## config.mk

```make
export PLATFORM = sky130hd
export DESIGN_NAME = word_serializer
export DESIGN_NICKNAME = d
export VERILOG_FILES = /design/src/rtl/hack_serial_pkg.sv /design/src/rtl/bit_counter.sv /design/src/rtl/word_serializer.sv
export SDC_FILE = /design/constraint.sdc
export NUM_CORES = 1
export LEC_CHECK = 0
export BUFFER_PORTS_ARGS = -buffer_cell sky130_fd_sc_hd__clkbuf_2
export CAP_MARGIN = 40
export CELL_PAD_IN_SITES_DETAIL_PLACEMENT = 1
export CELL_PAD_IN_SITES_GLOBAL_PLACEMENT = 2
export CORE_MARGIN = 2
export CORE_UTILIZATION = 33
export DETAILED_ROUTE_END_ITERATION = 10
export PLACE_DENSITY = 0.81
export SYNTH_ARGS = -nofsm -noshare
export SYNTH_HDL_FRONTEND = slang
export SYNTH_SLANG_ARGS = --single-unit
export TNS_END_PERCENT = 1
```

## constraint.sdc

```tcl
create_clock -name clk -period 2.8 [get_ports clk]
set_input_delay 0.14 -clock clk [delete_from_list [all_inputs] [get_ports clk]]
set_output_delay 0.14 -clock clk [all_outputs]
set_load 0.02 [all_outputs]
```

## src/rtl/hack_serial_pkg.sv

```systemverilog
// hack_serial_pkg: shared state encoding and default word width for the Hack serial blocks
package hack_serial_pkg;
  typedef enum logic {IDLE = 1'b0, SHIFT = 1'b1} state_t;
  localparam int DEFAULT_WIDTH = 16;
endpackage

```

## src/rtl/bit_counter.sv

```systemverilog
// bit_counter: up-counter over 0..WIDTH-1 with synchronous clear, enable and terminal count
//   clk, reset_n : clock, asynchronous active-low reset
//   clr, en      : clear to 0 (wins over en), count up by one
//   cnt, tc      : current count, high when cnt == WIDTH-1
module bit_counter
  import hack_serial_pkg::*;
#(
  parameter int WIDTH = DEFAULT_WIDTH
) (
  input  logic                     clk,
  input  logic                     reset_n,
  input  logic                     clr,
  input  logic                     en,
  output logic [$clog2(WIDTH)-1:0] cnt,
  output logic                     tc
);
  localparam int CW = $clog2(WIDTH);
  logic [CW-1:0] cnt_q, cnt_d;
  always_comb cnt_d = clr ? '0 : en ? cnt_q + CW'(1) : cnt_q;
  always_ff @(posedge clk or negedge reset_n)
    if (!reset_n) cnt_q <= '0;
    else cnt_q <= cnt_d;
  assign cnt = cnt_q;
  assign tc  = cnt_q == CW'(WIDTH - 1);
endmodule

```

## src/rtl/word_serializer.sv

```systemverilog
// word_serializer: parallel word in over valid/ready, one bit out per accepted serial beat
//   clk, reset_n                   : clock, asynchronous active-low reset
//   in_data, in_valid, in_ready    : parallel word handshake (ready only when idle)
//   ser_data, ser_valid, ser_last  : serial bit, valid while a word is in flight, final-bit flag
//   ser_ready                      : sink accepts the current bit
//   busy, done                     : word in flight, one-cycle pulse after the final bit is taken
module word_serializer
  import hack_serial_pkg::*;
#(
  parameter int WIDTH     = DEFAULT_WIDTH,
  parameter bit LSB_FIRST = 1'b0
) (
  input  logic             clk,
  input  logic             reset_n,
  input  logic [WIDTH-1:0] in_data,
  input  logic             in_valid,
  output logic             in_ready,
  output logic             ser_data,
  output logic             ser_valid,
  output logic             ser_last,
  input  logic             ser_ready,
  output logic             busy,
  output logic             done
);
  localparam int CW = $clog2(WIDTH);
  state_t           state_q, state_d;
  logic [WIDTH-1:0] shift_q, shift_d;
  logic             done_q, done_d;
  logic             load, accept, tc;
  logic [CW-1:0]    bit_cnt;
  assign in_ready  = state_q == IDLE;
  assign busy      = state_q == SHIFT;
  assign ser_valid = busy;
  assign ser_last  = busy && bit_cnt == CW'(WIDTH - 1);
  assign ser_data  = LSB_FIRST ? shift_q[0] : shift_q[WIDTH-1];
  assign done      = done_q;
  assign load      = in_valid && in_ready;
  assign accept    = ser_valid && ser_ready;
  always_comb begin
    done_d  = accept && tc;
    shift_d = load ? in_data
            : accept ? (LSB_FIRST ? {1'b0, shift_q[WIDTH-1:1]} : {shift_q[WIDTH-2:0], 1'b0})
            : shift_q;
    state_d = load ? SHIFT : done_d ? IDLE : state_q;
  end
  always_ff @(posedge clk or negedge reset_n)
    if (!reset_n) begin
      state_q <= IDLE;
      shift_q <= '0;
      done_q  <= 1'b0;
    end else begin
      state_q <= state_d;
      shift_q <= shift_d;
      done_q  <= done_d;
    end
  // Clearing on the final beat keeps the count inside 0..WIDTH-1 for any WIDTH.
  bit_counter #(.WIDTH(WIDTH)) u_bit_counter (
    .clk    (clk),
    .reset_n(reset_n),
    .clr    (load || done_d),
    .en     (accept),
    .cnt    (bit_cnt),
    .tc     (tc)
  );
endmodule

```

# Yosys cells after proc, flatten, opt, wreduce, memory -nomap -nowiden
# Index checks and enable logic that the tools add are counted.
[totals]
reg_bits = 22
in_bits = 20
out_inout_bits = 6
elab_cells = 21
[classes]
addsub = 1
eq_ne = 1
mux = 6
bitwise_logic = 1
n_reduce_logical = 8
[ops]
columns = ["op", "n"]
rows = [
  ["$mux W16", 2],
  ["$mux W4", 2],
  ["$reduce_bool A2 Y1", 3],
  ["$add A4 B1 Y4 const B", 1],
  ["$eq A4 B4 Y1 const B", 1],
  ["$logic_and A1 B1 Y1", 4],
  ["$mux W1", 2],
  ["$logic_or A1 B1 Y1", 1],
  ["$not A1 Y1", 1],
]

# Logic depth before layout (Yosys ltp)
# Gate-level depths: netlist of the first run.
[depth]
depth_word = 4
depth_mapped = 5
ltp_nobuf = 4

# Hierarchy
# Synthesis of the first run repeated with hierarchy kept, for this count alone.
[hier_totals]
hier_cells = 98
area_unflattened_um2 = 1246.2
[modules_own_cells]
columns = ["module", "instances", "cells_each", "area_each_um2", "seq_area_each_um2"]
rows = [
  ["word_serializer", 1, 81, 1047.3, 450.4],
  ["bit_counter", 1, 17, 198.9, 100.1],
]

# Worst setup path after synthesis of the first run
# Ideal clock, no wire load.
[synth_path]
kind = "flip-flop to flip-flop"
from = "register state_q (netlist: busy)"
to = "register shift_q[14]"
setup_ps = 126
arrival_ps = 1223
required_ps = 2674
setup_slack_ps = 1451
stages_incl_launch_ff = 5
n_path_buf = 1
synth_period_minus_slack_ps = 1349
path_cell_list = "dfrtp_1 -> nand2b_1 -> buf_6 -> and3_1 -> a221o_1"
[synth_via]
elab_chain_cells = 3
elab_cells_between_ends = 5
[synth_rtl]
columns = ["item", "line", "source"]
rows = [
  ["start, declared", "word_serializer.sv:26", "state_t state_q, state_d;"],
  ["start signal, assigned", "word_serializer.sv:52", "state_q <= state_d;"],
  ["$not A1 Y1", "word_serializer.sv:31", "assign in_ready = state_q == IDLE;"],
  ["$logic_and A1 B1 Y1", "word_serializer.sv:37", "assign load = in_valid && in_ready;"],
  ["$mux W16 or $reduce_bool A2 Y1 (tied branches)", "-", ""],
  ["end signal, assigned", "word_serializer.sv:53", "shift_q <= shift_d;"],
  ["end, declared", "word_serializer.sv:27", "logic [WIDTH-1:0] shift_q, shift_d;"],
]
# Several ways; a longest one is shown, not always the timed one.
# A chain may end at the register's enable or synchronous reset.

# Worst setup path after layout of the first run
# Same ends and word-level chain as after synthesis.

==> results of run 1 <==
-- registers in the layout (all words and copies together), names as in the netlist --
signal,flops
busy,1
u_bit_counter.cnt,4
shift_q,16
done,1
-- routing by layer --
metal | up-vias | global-route usage | routed length (um)
met4 | 0 | 0.0487 | 15
met1 | 402 | 0.192 | 1130
met5 | - | 0 | 0
met2 | 16 | 0.278 | 1160
met3 | 2 | 0.0197 | 62
li1 | 402 | - | -
-- power groups by stage --
stage	Sequential (mW)	Clock, mW	Combinational (mW)
4_1_cts	0.551	0.256	0.353
3_5_place_dp	0.558	0	0.350
3_3_place_gp	0.548	0	0.337
2_1_floorplan	0.543	0	0.261
6_report	0.550	0.250	0.345
5_1_grt	0.576	0.264	0.404
-- metrics by stage --
stage,cells,setup slack (ns)
global route,160,1.02
floorplan,103,1.45
finish,160,1.14
CTS,160,1.12
detailed placement,155,1.16
global placement,155,1.23
-- worst max-delay path, delay by kind of cell, from the launching register on --
family,cells,cell delay (ns)
AOI/OAI and AO/OA,1,0.26
DFF,1,0.49
and+or+nand+nor,2,0.80
-- how the worst min path moves through the flow --
stage	from	to	depth (start not counted)
finish	in_data[0]	shift_q[0]$_DFFE_PN0P_	3
global route	in_data[0]	shift_q[0]$_DFFE_PN0P_	3
CTS	in_data[0]	shift_q[0]$_DFFE_PN0P_	3
detailed placement	reset_n	shift_q[4]$_DFFE_PN0P_	1
global placement	reset_n	shift_q[5]$_DFFE_PN0P_	1
floorplan	reset_n	busy$_DFFE_PN0P_	0
-- final cells by class --
cell class | instances | area, um^2
multi-input combinational | 64 | 367
inverter | 11 | 41.3
clock inverter | 1 | 30.0
sequential | 22 | 551
timing repair buffer | 26 | 135
tap | 33 | 41.3
fill | 354 | 1790
clock buffer | 3 | 22.5
-- cells by family (layout without fill, tap and decap cells) --
group | Yosys count | after routing
compound gates | 32 | 32
simple gates | 28 | 28
flops | 22 | 22
buf+inv | 17 | 41
mux | 2 | 2
fa+ha+maj | 1 | 1
xor+xnor | 1 | 1
-- layout by cell type, fill, tap and decap left out, types with 2 or more instances in the layout --
| master | count |
|---|---|
| nand3_1 | 4 |
| and3_1 | 2 |
| and2_1 | 2 |
| clkbuf_2 | 25 |
| clkbuf_4 | 3 |
| nand2_1 | 8 |
| o22ai_1 | 11 |
| o21ai_0 | 4 |
| dfrtp_1 | 22 |
| inv_1 | 11 |
| mux2i_1 | 2 |
| a21oi_1 | 14 |
| nor2_1 | 5 |
-- timing repair --
| item | in CTS | in global routing |
|---|---|---|
| hold buffers | 1 | 0 |
| buffers inserted | 0 | 0 |
| resized for setup | 0 | 0 |
| hold endpoints to repair | 22 | 0 |
==> results_dict.tcl, run 1 <==
set metrics [dict create \
    finalPower_mw 1.14 \
    first_global_vias 892 \
    postSynth.asyncResetShare 1.00 \
    p_leak_nw 0.596 \
    clockBufferDepth 2 \
    grt_pass1_wl_mm 4.06 \
    hold_ws_ns 0.0368 \
    fin_tns_setup_ns 0 \
    status "finished, final reports clean" \
    synthTopCellsByCount "dfrtp_1 (22), a21oi_1 (14), inv_1 (11), o22ai_1 (11), nand2_1 (8)" \
    synthCells 103 \
    synth_ff_type "dfrtp_1" \
    vdd_drop_max_v 0.000357 \
    grt_util_all_layers 0.155 \
    arrival_ns 1.86 \
    route.detailed.drc 0 \
    synth-edff-count 0 \
    clock_power_share 0.218 \
    dieHeight_um 59.1 \
    placed_cell_area_um2 1120 \
    syn_to_final_growth_pct 18.3 \
    slew_violations 0 \
    final_antenna_net_count 0 \
    grt_start_max_net_pins 23 \
    synth_compound_area_frac 0.182 \
    syn_nets 124 \
    startpoint "busy$_DFFE_PN0P_" \
    fin_skew_ns 0.00676 \
    gp_congestion 0.809 \
    slowest_stage "dfrtp_1" \
    final_cell_area_um2 1190 \
    p_int_mw 0.746 \
    row_count 20 \
    vias 822 \
    crit_path_end "shift_q[14]$_DFFE_PN0P_" \
    syn_area_um2 1000 \
    setup_viol 0 \
    ys_seq_elements 22 \
    max_freq_mhz 603 \
    nets 149 \
    synthTopCellsByArea "dfrtp_1 (55%), a21oi_1 (7.0%), o22ai_1 (6.9%)" \
    start_util 0.337 \
    tritoncts "yes" \
    reg2reg_depth 3 \
    wirelength_mm 2.37 \
    synth_largest_area_cell "dfrtp_1" \
    die-area_um2 3500 \
    tightest_slew_ns 0.604 \
    yosysWarnings 0 \
    wire_per_inst_um 14.8 \
    critPathMaxStageDelay_ns 0.49 \
    synth_top_area_share 0.549 \
    path_clk_slew_ns 0.14 \
    rsz0062_at_grt "no" \
    cts_num_sinks 22 \
    clock_tree.htree_level_count 1 \
    coreArea_um2 2980 \
    r2r-start "busy$_DFFE_PN0P_" \
    crit_path_end_kind "flip-flop" \
    critPathRequiredTime_ns 3.00 \
    via_per_inst 5.14 \
    p_comb_frac 0.301 \
    p_per_area_nw_per_um2 964 \
    yosysMostFrequentCell "dfrtp_1" \
    timing.critical_path.cells "nand2b_1 -> and3_1 -> a221o_1" \
    synth_xor_area_frac 0.00873 \
    numCtsBuffers 3 \
    yosys.area_share.adder 0.0125 \
    post-route-util 0.399 \
    seqPwrFrac 0.480 \
    period_minus_slack_ns 1.66 \
    drt_iter0_drc 22 \
    ios 26 \
    port_buffers 25 \
    critPathKind "flip-flop to flip-flop" \
    post-route-period-util 0.592 \
    yosysSeqAreaShare 0.549 \
    worst-path-max-fanout 16 \
    clockRootBuffer "clkbuf_4" \
    clkLatencyLatePin_ns 0.31 \
    r2r-end "shift_q[14]$_DFFE_PN0P_" \
    synth_top_family_by_area "compound AO/OA/AOI/OAI gates" \
    synth_simple_gate_area_share 0.142 \
    syn_avg_cell_area_um2 9.74 \
    maxCapViolCount 0 \
    relSlewSlack 0.597 \
    gr-total-overflow 0 \
    die_w_um 59.1 \
    synthMuxAreaShare 0.0200 \
    ff2ff_setup_slack_ns 1.14 \
    antenna_found_initial 0 \
    switching_share 0.348 \
    dr.pass1.iters 4 \
    antenna_cells 0 \
    startpoint_type "flip-flop" \
    hpwl_mm 1.66 \
    synth.lib_cells_used.distinct 26 \
    switching_power_mw 0.399 \
    hold_class "input pin to flip-flop" \
    drive_above_1_share 0.244 \
    report.final.hold_viol_count 0 \
]
No activity file was read; power rests on OpenSTA's default activity.
==> inputs of run 2 (changes only) <==
- CORE_UTILIZATION: 33 -> 30
- PLACE_DENSITY: 0.81 -> 0.74
- clock period: 2.8 -> 1.7 ns (I/O delays scaled with it)
==> run 2 against run 1 <==
Total power increased by 66%. Largest cell class unchanged. Die area increased by 9.3%. Final cell count increased by 12%. Register-to-register slack got worse by 0.89 ns. Utilization increased by 0.85 points.
==> results_dict.tcl, run 2 (synthesis gave the netlist of run 1 again) <==
set metrics [dict create \
    start_util 0.321 \
    dieHeight_um 61.8 \
    drive_above_1_share 0.252 \
    first_global_vias 844 \
    maxCapViolCount 0 \
    critPathKind "flip-flop to output port" \
    grt_util_all_layers 0.139 \
    vdd_drop_max_v 0.000566 \
    dp_cells 169 \
    numCtsBuffers 3 \
    clockRootBuffer "clkbuf_4" \
    vias 841 \
    post-route-util 0.407 \
    fin_skew_ns 0.00490 \
    clock_tree.htree_level_count 1 \
    via_per_inst 4.70 \
    startpoint_type "flip-flop" \
    layout_common_cells "clkbuf_2 (25), dfrtp_1 (22), a21oi_1 (14), inv_1 (11), o22ai_1 (11)" \
    post_cts_buffers 0 \
    antenna_cells 0 \
    gr-total-overflow 0 \
    tritoncts "yes" \
    route.detailed.drc 0 \
    antenna_found_initial 0 \
    critPathRequiredTime_ns 1.62 \
    grt_pass1_wl_mm 3.73 \
    hold_ws_ns 0.0232 \
    tightest_slew_ns 0.560 \
    cts_num_sinks 22 \
    path_clk_slew_ns 0.12 \
    report.final.hold_viol_count 0 \
    dr.pass1.iters 4 \
    wire_per_inst_um 13.0 \
    slew_violations 0 \
    ios 26 \
    wirelength_mm 2.32 \
    max_freq_mhz 657 \
    post_cts_resized 0 \
    largest_reg_flops 16 \
    fin_tns_setup_ns 0 \
    clkLatencyLatePin_ns 0.32 \
    arrival_ns 1.44 \
    top_register "shift_q" \
    period_minus_slack_ns 1.52 \
    crit_path_end_kind "output port" \
    instances_no_fill 179 \
    syn_to_final_growth_pct 26.9 \
    setup_viol 0 \
    rsz0062_at_grt "no" \
    worst-path-max-fanout 5 \
    die_w_um 61.8 \
    relSlewSlack 0.627 \
    drt_iter0_drc 7 \
    row_count 20 \
    final_common_cell "clkbuf_2" \
    clockBufferDepth 2 \
    gp_congestion 0.704 \
    coreArea_um2 3130 \
    hold_class "input pin to flip-flop" \
    p_per_area_nw_per_um2 1490 \
    port_buffers 25 \
    hpwl_mm 1.72 \
    status "finished, final reports clean" \
    die-area_um2 3820 \
    ff_latch_area_um2 551 \
    fillers 396 \
    p_leak_nw 0.630 \
    final_antenna_net_count 0 \
    post-route-period-util 0.895 \
    grt_start_max_net_pins 23 \
    nets 157 \
    multiInputGateArea_um2 367 \
]
## run 2: changes by cell type in the layout (fill, tap and decap cells not counted)
cell,change
dlygate4sd3_1,+5
buf_4,+3
## run 2: through the flow
stage          cell area, um^2  total power, mW  setup slack (ns)
2_1_floorplan             1000             1.33             0.351
3_3_place_gp              1160             1.48             0.301
3_5_place_dp              1160             1.51             0.274
4_1_cts                   1270             1.93             0.165
5_1_grt                   1270             2.06            0.0773
6_report                  1270             1.90             0.179
## run 2: worst paths after layout
| path | from | end | slack, ns | depth (start not counted) |
|---|---|---|---|---|
| worst min-delay path | in_data[3] | shift_q[3]$_DFFE_PN0P_ | 0.02 | 3 |
| max in group asynchronous | reset_n | shift_q[12]$_DFFE_PN0P_ | 1.06 | 2 |
| worst max-delay path | u_bit_counter.cnt[0]$_DFFE_PN0P_ | ser_last | 0.18 | 4 |
| worst max register to register | u_bit_counter.cnt[0]$_DFFE_PN0P_ | u_bit_counter.cnt[0]$_DFFE_PN0P_ | 0.25 | 4 |
| worst min register to register | u_bit_counter.cnt[3]$_DFFE_PN0P_ | u_bit_counter.cnt[3]$_DFFE_PN0P_ | 0.52 | 1 |
| min in group asynchronous | reset_n | shift_q[5]$_DFFE_PN0P_ | 0.27 | 2 |
## run 2: layer usage
metal,global-route usage,routed length (um),part of all wire
met3,0.0435,100,0.043
met2,0.235,1090,0.47
met4,0.0456,31,0.013
met5,0,0,0
met1,0.169,1100,0.47
## run 2: timing repair
| item | in CTS | in global routing |
|---|---|---|
| hold endpoints to repair | 27 | 0 |
| hold buffers | 6 | 0 |
| endpoints found under the setup margin | 0 | 0 |
## run 2: area by class of cell
class | instances | share of cell area
Sequential cell | 22 | 0.432
Clock inverter | 1 | 0.0236
Clock buffer | 3 | 0.0177
Tap cell | 44 | 0.0432
Timing Repair Buffer | 34 | 0.163
Inverter | 11 | 0.0324
Multi-Input combinational cell | 64 | 0.288
## run 2: where the power goes
group	switching (mW)	internal [mW]	total, mW	leakage [nW]
Combinational	0.325	0.265	0.591	0.350
Sequential	0.158	0.745	0.903	0.252
Clock	0.163	0.239	0.402	0.0279
Total	0.647	1.25	1.90	0.630
## run 2: critical path, stage by stage (launching register included)
cell	delay, ns
dfrtp_1	0.43
ha_1	0.24
nand3_1	0.16
nor2_1	0.12
clkbuf_2	0.17
